File: config.mk
export PLATFORM = sky130hd
export DESIGN_NAME = pi_qpsk_decode
export DESIGN_NICKNAME = d
export VERILOG_FILES = /design/src/rtl/pi_qpsk_decode.sv
export SDC_FILE = /design/constraint.sdc
export NUM_CORES = 1
export LEC_CHECK = 0
export ABC_AREA = 1
export BUFFER_PORTS_ARGS = -buffer_cell sky130_fd_sc_hd__buf_2
export CAP_MARGIN = 10
export CORE_UTILIZATION = 60
export DETAILED_ROUTE_END_ITERATION = 8
export PLACE_DENSITY_LB_ADDON = 0.2
export SETUP_SLACK_MARGIN = 0.5
export SYNTH_ARGS = -nofsm -noshare
export SYNTH_HDL_FRONTEND = slang
export SYNTH_SLANG_ARGS = --single-unit
File: constraint.sdc
create_clock -name clk -period 8.2 [get_ports clk]
set_clock_uncertainty 0.15 [all_clocks]
set_input_delay 0.41 -clock clk [delete_from_list [all_inputs] [get_ports clk]]
set_output_delay 0.41 -clock clk [all_outputs]
set_load 0.1 [all_outputs]
File: src/rtl/pi_qpsk_decode.sv
// Differential pi/4-QPSK symbol decoder: magnitude/sign capture, 8-sector
// quantisation, then a HUNT/TRACK phase-step tracker producing dibits.
module pi_qpsk_decode #(
  parameter int TAN_NUM = 106,
  parameter int ERR_W   = 8
) (
  input  logic              clk,
  input  logic              rst,
  input  logic              din_valid,
  input  logic signed [7:0] Xk,
  input  logic signed [7:0] Yk,
  input  logic              resync,
  output logic [1:0]        dout,
  output logic              dout_valid,
  output logic              sym_err,
  output logic              locked,
  output logic [ERR_W-1:0]  err_cnt
);

  typedef enum logic {HUNT, TRACK} state_t;

  // |-128| must come out as 128, so the magnitude is kept unsigned 8-bit.
  function automatic logic [7:0] mag8(input logic signed [7:0] v);
    logic [7:0] u;
    u = v;
    return v[7] ? (~u + 8'd1) : u;
  endfunction

  function automatic logic [ERR_W-1:0] sat_inc(input logic [ERR_W-1:0] v);
    return (&v) ? v : v + ERR_W'(1);
  endfunction

  function automatic logic [2:0] sector(input logic xneg, input logic yneg,
                                        input logic [7:0] ax, input logic [7:0] ay);
    logic [17:0] ax_s, ay_s, ax_t, ay_t;
    ax_s = {2'b00, ax, 8'h00};
    ay_s = {2'b00, ay, 8'h00};
    ax_t = 18'(TAN_NUM) * {10'd0, ax};
    ay_t = 18'(TAN_NUM) * {10'd0, ay};
    if (ay_s < ax_t)
      return xneg ? 3'd4 : 3'd0;
    else if (ax_s < ay_t)
      return yneg ? 3'd6 : 3'd2;
    else begin
      case ({xneg, yneg})
        2'b00:   return 3'd1;
        2'b10:   return 3'd3;
        2'b11:   return 3'd5;
        default: return 3'd7;
      endcase
    end
  endfunction

  // Returns {sym_err, dibit}; even steps are not legal pi/4-QPSK transitions.
  function automatic logic [2:0] step_map(input logic [2:0] d);
    case (d)
      3'd1:    return 3'b0_00;
      3'd7:    return 3'b0_01;
      3'd3:    return 3'b0_10;
      3'd5:    return 3'b0_11;
      default: return 3'b1_00;
    endcase
  endfunction

  logic              vld_p1, vld_p2;
  logic              xneg_p1, yneg_p1;
  logic [7:0]        ax_p1, ay_p1;
  logic [2:0]        s_p2;

  state_t            state, state_nx;
  logic [2:0]        ref_s, ref_nx;
  logic [2:0]        d;
  logic [1:0]        dout_nx;
  logic              err_nx, vld_nx;
  logic [ERR_W-1:0]  cnt_nx;

  // Stage 1: sign and magnitude capture
  always_ff @(posedge clk or negedge rst) begin
    if (!rst) vld_p1 <= 1'b0;
    else      vld_p1 <= din_valid;
  end

  always_ff @(posedge clk) begin
    xneg_p1 <= Xk[7];
    yneg_p1 <= Yk[7];
    ax_p1   <= mag8(Xk);
    ay_p1   <= mag8(Yk);
  end

  // Stage 2: sector quantisation
  always_ff @(posedge clk or negedge rst) begin
    if (!rst) vld_p2 <= 1'b0;
    else      vld_p2 <= vld_p1;
  end

  always_ff @(posedge clk) begin
    s_p2 <= sector(xneg_p1, yneg_p1, ax_p1, ay_p1);
  end

  // Stage 3: phase-reference tracker
  always_comb begin
    state_nx = state;
    ref_nx   = ref_s;
    dout_nx  = dout;
    err_nx   = sym_err;
    vld_nx   = 1'b0;
    cnt_nx   = err_cnt;
    d        = s_p2 - ref_s;
    if (resync) begin
      // A symbol arriving with resync re-seeds the reference instead of decoding.
      state_nx = vld_p2 ? TRACK : HUNT;
      if (vld_p2) ref_nx = s_p2;
    end else if (vld_p2) begin
      state_nx = TRACK;
      ref_nx   = s_p2;
      if (state == TRACK) begin
        vld_nx            = 1'b1;
        {err_nx, dout_nx} = step_map(d);
        if (err_nx) cnt_nx = sat_inc(err_cnt);
      end
    end
  end

  always_ff @(posedge clk or negedge rst) begin
    if (!rst) begin
      state      <= HUNT;
      ref_s      <= 3'd0;
      dout       <= 2'b00;
      sym_err    <= 1'b0;
      dout_valid <= 1'b0;
      err_cnt    <= '0;
    end else begin
      state      <= state_nx;
      ref_s      <= ref_nx;
      dout       <= dout_nx;
      sym_err    <= err_nx;
      dout_valid <= vld_nx;
      err_cnt    <= cnt_nx;
    end
  end

  assign locked = (state == TRACK);

endmodule

Yosys cells after proc, flatten, opt, wreduce, memory -nomap -nowiden
Index checks and enable logic that the tools add are counted.
{ "totals": {"reg_bits": 39, "in_bits": 20, "out_inout_bits": 13, "elab_cells": 55} }
{ "classes": {"addsub": 4, "mul": 2, "order_cmp": 2, "eq_ne": 6, "n_mux": 17, "bitwise_logic": 4, "reduce_logical": 5} }
{ "op_table": {"columns": ["cell", "count"], "rows": [
  ["16-bit by 15-bit less-than comparator with 1-bit output", 2],
  ["6-bit by 8-bit multiplier with 14-bit output, first input constant", 2],
  ["8-bit by 1-bit adder with 8-bit output, second input constant", 3],
  ["3-bit 2-to-1 mux", 7],
  ["8-bit NOT", 2],
  ["7-bit 2-to-1 mux", 2],
  ["3-bit case mux with 4 select lines", 1],
  ["3-bit case mux with 3 select lines", 1],
  ["8-bit AND reduction", 1],
  ["3-bit == test, second input constant", 2],
  ["1-bit 2-to-1 mux", 6],
  ["5-bit AND reduction", 1],
  ["2-bit == test, second input constant", 2],
  ["3-bit by 1-bit == test with 1-bit output, second input constant", 1],
  ["3-bit by 2-bit == test with 1-bit output, second input constant", 1],
  ["3-bit AND reduction", 1],
  ["3-bit subtractor", 1],
  ["2-bit logical NOT", 1],
  ["1-bit NOT", 2],
  ["2-bit nonzero test", 1]
]} }

Logic depth before layout (Yosys ltp)
Gate-level depths: netlist of run 1.
{ "logic_depth": {"ltp_word": 7, "depth_mapped": 22, "depth_no_buf": 22} }

Worst setup path before layout of run 1
OpenSTA, ideal clock, no wires.
{ "synth_timing": {"kind": "register to register", "start": "reg ax_p1[2]", "end": "reg s_p2[2]", "setup_ns": 0.113, "arrival_time_ns": 3.581, "t_required_ns": 7.937, "path_slack_ns": 4.356, "stages_incl_launch_ff": 22, "n_path_buf": 0, "synth_period_minus_slack_ns": 3.844, "cell_sequence": "dfxtp_1 ha_1 fa_1 inv_1 fa_1 inv_1 ha_1 nand3_1 nand2_1 nand3_1 or2_2 nand3_1 nand2_1 ha_1 nand2_1 nand2_1 nand2_1 nand2_1 a21oi_1 nand2_1 nand3_1 nand2_1"} }
{ "synth_between": {"elab_chain_cells": 3, "elab_cells_between_ends": 5, "classes_between": "1 x mul; 2 x order compare; 2 x mux"} }
{ "synth_rtl": {"columns": ["element", "line", "text"], "rows": [
  ["start: declaration", "67", "logic [7:0] ax_p1, ay_p1;"],
  ["start signal: assignment", "86", "ax_p1 <= mag8(Xk);"],
  ["6-bit by 8-bit multiplier with 14-bit output / 16-bit by 15-bit less-than comparator with 1-bit output (equally long branches)", "38, 42", null],
  ["16-bit by 15-bit less-than comparator with 1-bit output / 3-bit 2-to-1 mux (equally long branches)", "40, 42", null],
  ["3-bit 2-to-1 mux (*)", "40", "if (ay_s < ax_t)"],
  ["end signal: assignment", "97", "s_p2 <= sector(xneg_p1, yneg_p1, ax_p1, ay_p1);"],
  ["end: declaration", "68", "logic [2:0] s_p2;"]
]} }
Mark *: on every way between the ends. The rest lies on a longest branch, timed or not.
A chain may end at the register's enable or synchronous reset.

Final worst setup path of run 1
{ "layout_timing": {"start": "reg ax_p1[7]", "end": "reg s_p2[2]"} }
The elaborated chain is that of the path after synthesis.

==> flow_summary.json, run 1 <==
{
  "drive_above_1_share": 0.0938,
  "worstSetupPathType": "reg -> reg",
  "die_w_um": 82.4,
  "io_pins": 33,
  "clk_pin_slew_ns": 0.07,
  "clock_latency_ns": 0.29,
  "n_fill_cell": 489,
  "grt.total_usage": 0.236,
  "dp.cells": 578,
  "final_nets": 635,
  "slowest_delay_ns": 0.52,
  "antenna_found_initial": 0,
  "drv_cap": 0,
  "post_cts_buffers": 0,
  "seqCellArea_sq_um": 871,
  "cts-resized-gates": 0,
  "synth-seq-cells": 39,
  "rsz0062_at_grt": "false",
  "synthSimpleGateAreaFrac": 0.179,
  "grt_max_degree": 19,
  "via_count": 3017,
  "dr.pass1.iters": 4,
  "power.density_nw_per_um2": 313,
  "ys_types": 25,
  "ys_seq_area_frac": 0.225,
  "end_kind": "flip-flop",
  "critical_path_arrival_ns": 4.31,
  "areaGrowthSynthToFinish_pct": 9.01,
  "die_area_sq_um": 6780,
  "hpwlAfterDp_um": 6080,
  "core_area_sq_um": 6060,
  "n_antenna_cell": 0,
  "path_common_cell": "nand2_1",
  "postRouteAntennaNets": 0,
  "cp_slowest_cell": "fa_1",
  "clock-root-buffer": "clkbuf_8",
  "post-route-min-period_ns": 4.27,
  "multi_input_area_sq_um": 2650,
  "synth_top_family_by_area": "adder cells",
  "cts_hold_buf": 1,
  "syn_inst": 471,
  "async_reset_ff_frac": 0.462,
  "routed_via_density": 5.14,
  "yosysTopAreaCell": "ha_1",
  "cts_tree": "done",
  "max_clock_freq_ghz": 0.234,
  "yosys.area.top_type_share": 0.274,
  "synth_area_sq_um": 3870,
  "synth_xor_area_frac": 0.0701,
  "relSlewSlack": 0.686,
  "fin_crit_sh": 0.521,
  "wl_um": 7170,
  "start_kind": "flip-flop",
  "critical_path_required_ns": 8.24,
  "hold_viol_final": 0,
  "h-tree-depth": 2,
  "hold_class": "in -> reg",
  "cp_cell_sequence": "ha_1, fa_1, inv_1, fa_1, inv_1, ha_1, a21oi_1, nand2_1, nand3_1, nand2_1, xnor2_1, ha_1, a21oi_1, nand2_1, a21oi_1, nand2_1, nand3_1, nand2_1",
  "grt_pass1_vias": 2902,
  "synthAdderAreaFrac": 0.373,
  "die_h_um": 82.4,
  "synth_warnings": 0,
  "synth_edf_count": 0,
  "portBuffers": 32,
  "grt_pass1_wl_um": 12100,
  "ys.flop_type": "dfxtp_1",
  "drt-wirelength-per-cell_um": 12.2,
  "syn-num-nets": 595,
  "leakage_nw": 2.46,
  "start_util": 0.639,
  "path_max_fanout": 6,
  "worst_slew_pin_slew_ns": 0.466,
  "overflow": 0,
  "finalSetupTns_ns": 0,
  "drc": 0,
  "routabilityCongestion": 0.891,
  "cts.sinks": 39,
  "muxShareOfSynthArea": 0,
  "avgSynthCellArea_sq_um": 8.23,
  "stdcell_count": 587,
  "stdcell_area_sq_um": 4220,
  "drt_iter0_drc": 102,
  "synth_compound_area_frac": 0.0633,
  "whs_ns": 0.0758,
  "synthTopCellsByArea": "ha_1 (27%), dfrtp_1 (12%), dfxtp_1 (11%)",
  "rows": 28,
  "clockBufferDepth": 2,
  "placed_area_sq_um": 4130,
  "setup_violations": 0,
  "status": "finished, final reports clean",
  "peakVddDrop_v": 0.000233,
  "cts_buffers": 5,
  "slew_violations": 0
}
-- logic make-up after synthesis --
group	after synthesis
and+or+nand+nor	162
adders and majority gates	104
buffers and inverters	93
AOI/OAI and AO/OA	42
DFF	39
xor gates and xnor gates	31
-- cells in the final DEF (no fill, tap or decap), types with 5 or more instances in the layout --
cell	count
buf_2	32
ha_1	85
dfxtp_1	21
dfrtp_1	18
nand4_1	7
nor3_1	5
fa_1	19
a21oi_1	23
xnor2_1	14
nand2_1	94
nand3_1	21
o21ai_0	10
inv_1	91
xor2_1	17
nor2_1	27
clkbuf_8	5
-- flip-flops by register name, indices dropped and copies added (netlist names) --
| register | cells |
|---|---|
| yneg_p1 | 1 |
| dout | 2 |
| vld_p1 | 1 |
| xneg_p1 | 1 |
| dout_valid | 1 |
| err_cnt | 8 |
| s_p2 | 3 |
| locked | 1 |
| sym_err | 1 |
| ay_p1 | 8 |
| ref_s | 3 |
| vld_p2 | 1 |
| ax_p1 | 8 |
-- worst paths after layout --
| kind | to | slack, ns | from | depth (start not counted) |
|---|---|---|---|---|
| hold reg to reg | vld_p2 | 0.22 | vld_p1 | 0 |
| max in group asynchronous | err_cnt[0] | 7.21 | rst | 2 |
| hold / removal | vld_p1 | 0.08 | din_valid | 1 |
| min in group asynchronous | sym_err | 0.41 | rst | 2 |
| setup / recovery | s_p2[2] | 3.93 | ax_p1[7] | 18 |
| setup reg to reg | s_p2[2] | 3.93 | ax_p1[7] | 18 |
-- per-layer routing --
metal	global-route usage	routed length, um
met5	0	0
met4	0.0614	63
met3	0.0308	163
met2	0.432	3550
met1	0.290	3390
-- cell type report --
type	count	share of cell area
Tap cell	75	0.0222
Sequential cell	39	0.206
Clock inverter	2	0.00296
Multi-Input combinational cell	339	0.628
Inverter	93	0.0829
Clock buffer	6	0.0172
Timing Repair Buffer	33	0.0403
-- cells in the mapped netlist, types with 3 or more instances --
master and instances:
or2_2 4, o21bai_1 3, inv_1 91, fa_1 19, ha_1 85, nand4_1 7, xnor2_1 14, nand3_1 21
o21ai_0 10, xor2_1 17, dfrtp_1 18, nor3_1 5, a21oi_1 23, nand2_1 94, dfxtp_1 21, nor2_1 27
-- critical path: cells and delay by family (launching register included) --
family,cells,cell delay [ns]
xor gates and xnor gates,1,0.28
and+or+nand+nor,7,0.61
buffers and inverters,2,0.09
DFF,1,0.49
AOI/OAI and AO/OA,3,0.56
adders and majority gates,5,1.97
-- report_power, final --
group,leakage [nW],switching [W],internal (W)
Sequential,0.403,0.0000392,0.000228
Clock,0.0412,0.0000648,0.0000593
Combinational,2.02,0.000591,0.000342
Total,2.46,0.000695,0.000629
-- metrics by stage --
step | utilization | total power [W] | setup slack (ns)
6_report | 0.697 | 0.00132 | 3.93
3_5_place_dp | 0.681 | 0.00119 | 3.96
2_1_floorplan | - | 0.00100 | 4.36
5_1_grt | 0.697 | 0.00147 | 3.67
4_1_cts | 0.697 | 0.00133 | 3.95
3_3_place_gp | 0.681 | 0.00117 | 3.98
(Power assumes the default switching activity.)
==> inputs of run 2 (changes only) <==
- ABC_AREA: 1 -> 0
- clock period: 8.2 -> 4.4 ns (I/O delays scaled with it)
==> flow_summary.json, run 2 <==
{
  "cp_slowest_cell": "fa_1",
  "rows": 27,
  "areaGrowthSynthToFinish_pct": 28.5,
  "async_reset_ff_frac": 0.462,
  "crit_end": "s_p2[2]",
  "postRouteAntennaNets": 0,
  "whs_ns": 0.00851,
  "hpwlAfterDp_um": 5710,
  "cts_buffers": 5,
  "status": "finished with violations",
  "synthTopCellsByArea": "ha_1 (30%), dfrtp_1 (13%), dfxtp_1 (12%)",
  "peakVddDrop_v": 0.000507,
  "final_common_cell": "ha_1",
  "yosys.area.top_type_share": 0.297,
  "end_kind": "flip-flop",
  "avgSynthCellArea_sq_um": 9.89,
  "max_clock_freq_ghz": 0.222,
  "leakage_nw": 2.30,
  "worstSetupPathType": "reg -> reg",
  "routabilityCongestion": 0.784,
  "r2r-start": "ax_p1[5]",
  "power.density_nw_per_um2": 637,
  "setup_violations": 1,
  "synth_area_sq_um": 3580,
  "critical_path.top_delay_family": "adder cells",
  "cts.sinks": 39,
  "stdcell_count": 523,
  "synth-seq-cells": 39,
  "crit_cells": 16,
  "critical_path_required_ns": 4.44,
  "syn_inst": 362,
  "die_area_sq_um": 6280,
  "total_power_w": 0.00293,
  "grt_pass1_wl_um": 14400,
  "drt-wirelength-per-cell_um": 17.7,
  "ys_seq_area_frac": 0.243,
  "path_buf_inv": 3,
  "drive_above_1_share": 0.273,
  "stdcell_area_sq_um": 4600,
  "rsz0062_at_grt": "true",
  "cts_tree": "done",
  "drt_iter0_drc": 179,
  "r2r-end": "s_p2[2]",
  "synth_edf_count": 0,
  "overflow": 0,
  "r2r_slack_ns": -0.11,
  "grt_pass1_vias": 3098,
  "relSlewSlack": 0.679,
  "worst_slew_pin_slew_ns": 0.485,
  "clock_latency_ns": 0.30,
  "path_max_fanout": 3,
  "slowest_delay_ns": 0.57,
  "final_cell_mix": "ha_1 (69), inv_1 (48), buf_4 (34)",
  "antenna_found_initial": 0,
  "post-route-min-period_ns": 4.51,
  "dr.pass1.iters": 5,
  "clk_pin_slew_ns": 0.09,
  "final_nets": 574,
  "violations": "negative setup slack",
  "core_area_sq_um": 5640,
  "worstSetupStartpoint": "ax_p1[5]",
  "layout_setup_ws_ns": -0.107,
  "clockBufferDepth": 2,
  "hold_viol_final": 0,
  "die_h_um": 79.2,
  "fin_crit_sh": 1.02,
  "h-tree-depth": 2,
  "hold_class": "in -> reg",
  "io_pins": 33,
  "grt.total_usage": 0.305,
  "rr_worst_depth": 16,
  "syn-num-nets": 486,
  "synth_common_cells": "ha_1 (85), inv_1 (52), nand2_1 (25), xnor2_1 (25), dfxtp_1 (21)",
  "routed_via_density": 5.67,
  "drv_cap": 0,
  "wl_um": 9240,
  "synth.most_common_cell": "ha_1",
  "placed_area_sq_um": 4040,
  "critical_path_arrival_ns": 4.55,
  "start_kind": "flip-flop",
  "largest_registers": "ax_p1: 8 flops, ay_p1: 8 flops, err_cnt: 8 flops",
  "cp_cell_sequence": "ha_1, fa_1, inv_1, fa_1, inv_1, ha_4, a21oi_1, o21a_1, o21ai_1, a21oi_1, xor2_1, ha_1, a211o_1, a31oi_2, buf_4, mux2_4",
  "start_util": 0.634,
  "via_count": 2967,
  "yosysTopAreaCell": "ha_1",
  "dp.cells": 487,
  "grt_max_degree": 19,
  "n_antenna_cell": 0,
  "ys.flop_type": "dfxtp_1",
  "drc": 0,
  "portBuffers": 32,
  "slew_violations": 0,
  "synth_warnings": 0,
  "clock-root-buffer": "clkbuf_8",
  "die_w_um": 79.2,
  "ys_types": 42
}
## run 2: cell type report
| cell class | instances | area, sq um |
|---|---|---|
| multi-input cells | 270 | 2730 |
| well taps | 72 | 90.1 |
| repair buffers | 81 | 567 |
| fillers | 317 | 1040 |
| clock inverters | 3 | 43.8 |
| flip-flops and latches | 39 | 901 |
| inverters | 53 | 199 |
| clock buffers | 5 | 68.8 |
## run 2: kinds of logic after synthesis
kind of cell,synth area share
fa+ha+maj,0.403
simple gates,0.0990
compound gates,0.0927
buf+inv,0.0556
flops,0.243
xor+xnor,0.0906
mux,0.0154
## run 2: power breakdown
group          total (W)  internal [W]  switching (W)
registers       0.000505      0.000432      0.0000731
logic            0.00211      0.000918        0.00120
clock network   0.000308      0.000169       0.000139
total            0.00293       0.00152        0.00141
## run 2: routing by layer
metal	vias up	share of wire	track usage
li1	1409	-	-
met1	1440	0.40	0.363
met2	89	0.51	0.537
met3	29	0.049	0.0529
met4	0	0.037	0.133
met5	-	0	0
## run 2: worst min-delay path by stage
stage	start	end	slack, ns	depth (start not counted)
after CTS	Yk[2]	ay_p1[2]	0.005	2
final	Xk[2]	ax_p1[2]	0.009	2
after global routing	Yk[2]	ay_p1[2]	0.01	2
after detailed placement	rst	err_cnt[5]	0.02	1
after global placement	rst	err_cnt[6]	0.01	1
after floorplan	rst	dout[0]	-0.23	0
## run 2: repair_timing
item / in CTS / in global routing
hold buffers: 14 / 0
pin swaps: 19 / 17
endpoints found under the setup margin: 3 / 3
hold endpoints to repair: 32 / 0
buffers inserted: 9 / 5
cloned: 0 / 0
resized for setup: 33 / 8
## run 2: stage by stage
stage                util  TNS, ns  setup slack (ns)
detailed placement  0.715  -0.0848           -0.0848
floorplan               -        0             0.216
global route        0.815   -0.203            -0.203
CTS                 0.802        0           0.00780
global placement    0.715  -0.0174           -0.0174
finish              0.815   -0.107            -0.107
## run 2: worst reg2reg max path: stages (launching register included)
cell and delay, ns:
dfxtp_2 0.35, ha_1 0.32, fa_1 0.49, inv_1 0.06
fa_1 0.57, inv_1 0.11, ha_4 0.19, a21oi_1 0.25
o21a_1 0.23, o21ai_1 0.09, a21oi_1 0.18, xor2_1 0.17
ha_1 0.27, a211o_1 0.32, a31oi_2 0.18, buf_4 0.16
mux2_4 0.30
==> inputs of run 3 (changes only) <==
- HOLD_SLACK_MARGIN: default -> 0.03
==> flow_summary.json, run 3 (synthesis gave the netlist of run 2 again) <==
{
  "critical_path_arrival_ns": 4.56,
  "power.density_nw_per_um2": 652,
  "areaGrowthSynthToFinish_pct": 28.8,
  "min_from": "resync",
  "postRouteAntennaNets": 0,
  "hold_viol_final": 0,
  "stdcell_count": 523,
  "drive_above_1_share": 0.279,
  "clockBufferDepth": 2,
  "peakVddDrop_v": 0.000511,
  "r2r_slack_ns": -0.12,
  "hpwlAfterDp_um": 5710,
  "drc": 0,
  "n_antenna_cell": 0,
  "worst_slew_pin_slew_ns": 0.485,
  "dp.cells": 487,
  "leakage_nw": 2.30,
  "r2r-end": "s_p2[2]",
  "hold_end": "locked",
  "start_util": 0.634,
  "whs_ns": 0.0695,
  "start_kind": "flip-flop",
  "end_kind": "flip-flop",
  "routabilityCongestion": 0.784,
  "hold_depth": 3,
  "setup_violations": 1,
  "h-tree-depth": 2,
  "rsz0062_at_grt": "true",
  "rows": 27,
  "final_cell_mix": "ha_1 (70), inv_1 (48), buf_2 (32), buf_4 (32)",
  "die_w_um": 79.2,
  "total_power_w": 0.00300,
  "core_area_sq_um": 5640,
  "dr.pass1.iters": 4,
  "grt_pass1_wl_um": 15200,
  "final_nets": 574,
  "routed_via_density": 5.75,
  "drt-wirelength-per-cell_um": 17.7,
  "antenna_found_initial": 0,
  "critical_path_required_ns": 4.44,
  "post-route-min-period_ns": 4.52,
  "largest_registers": "ax_p1: 8 flops, ay_p1: 8 flops, err_cnt: 8 flops",
  "violations": "negative setup slack",
  "clock_latency_ns": 0.30,
  "rr_worst_depth": 17,
  "cts_tree": "done",
  "die_area_sq_um": 6280,
  "relSlewSlack": 0.679,
  "fin_crit_sh": 1.03,
  "io_pins": 33,
  "overflow": 0,
  "cts.sinks": 39,
  "status": "finished with violations",
  "path_max_fanout": 4,
  "drt_iter0_drc": 151,
  "grt_pass1_vias": 3219,
  "layout_setup_ws_ns": -0.118,
  "grt_max_degree": 19,
  "portBuffers": 32,
  "r2r-start": "ax_p1[2]",
  "grt.total_usage": 0.323,
  "placed_area_sq_um": 4040,
  "via_count": 3006,
  "clk_pin_slew_ns": 0.08,
  "worstSetupPathType": "reg -> reg",
  "final_common_cell": "ha_1",
  "clock-root-buffer": "clkbuf_8",
  "drv_cap": 0,
  "wl_um": 9270,
  "die_h_um": 79.2,
  "stdcell_area_sq_um": 4610,
  "cts_buffers": 5,
  "max_clock_freq_ghz": 0.221,
  "slew_violations": 0,
  "hold_class": "in -> reg"
}
==> run 3: cell types whose count changed in the layout (fill, tap and decap cells not counted) <==
cell,change
fa_1,-1
a21oi_2,+3
o21ai_1,-3
ha_1,+1
fa_2,+1
dlygate4sd3_1,+2
a21oi_1,-3
o21ai_2,+3
buf_4,-2
ha_4,-1
nor3_1,+1
nor3_2,-1
==> run 3: worst max path at each step <==
stage	from	slack (ns)	endpoint	depth (start not counted)
finish	ax_p1[2]	-0.12	s_p2[2]	17
CTS	ay_p1[2]	0.008	s_p2[2]	18
detailed placement	ay_p1[4]	-0.08	s_p2[2]	16
global placement	ay_p1[4]	-0.02	s_p2[2]	16
floorplan	ay_p1[6]	0.22	s_p2[2]	18
global route	ay_p1[4]	-0.23	s_p2[2]	18
==> run 3: repair_timing <==
action	4_1_cts	5_1_grt
setup buffers	9	3
resized for setup	33	13
setup endpoints to repair	3	3
gates cloned	0	0
hold buffers	16	0
pin swaps	19	22
endpoints found under the hold margin	34	0
==> run 3: layer usage <==
layer,track usage,vias up,wire length [um],share of wire
met1,0.365,1467,3570,0.38
met4,0.155,0,391,0.042
met2,0.583,87,4920,0.53
met3,0.0575,39,391,0.042
met5,0,-,0,0
li1,-,1413,-,-
==> run 3: critical path, cell delays in order, from the launching register on <==
cell and delay [ns]:
dfxtp_4 0.37, ha_1 0.27, inv_1 0.05, fa_1 0.49
fa_1 0.51, inv_2 0.05, ha_4 0.22, a21o_1 0.20
a21oi_2 0.18, xor2_1 0.23, ha_1 0.31, a21oi_2 0.17
o41ai_2 0.09, a21oi_1 0.29, o21ai_2 0.14, a31oi_2 0.23
buf_4 0.16, mux2_4 0.30
==> run 3: through the flow <==
step	TNS, ns	utilization	worst slack (ns)
after floorplan	0	-	0.216
after global placement	-0.0174	0.715	-0.0174
after detailed placement	-0.0848	0.715	-0.0848
after CTS	0	0.806	0.00780
after global routing	-0.358	0.817	-0.226
final	-0.118	0.817	-0.118
==> run 3: cell type report <==
| class | count | area [sq um] |
|---|---|---|
| Clock buffer | 5 | 68.8 |
| Clock inverter | 3 | 43.8 |
| Fill cell | 316 | 1030 |
| Inverter | 53 | 199 |
| Multi-Input combinational cell | 270 | 2740 |
| Sequential cell | 39 | 901 |
| Tap cell | 72 | 90.1 |
| Timing Repair Buffer | 81 | 572 |
==> run 3: power breakdown <==
group,internal (W),switching (W)
sequential,0.000432,0.0000746
clock,0.000169,0.000141
combinational,0.000928,0.00126
total,0.00153,0.00148
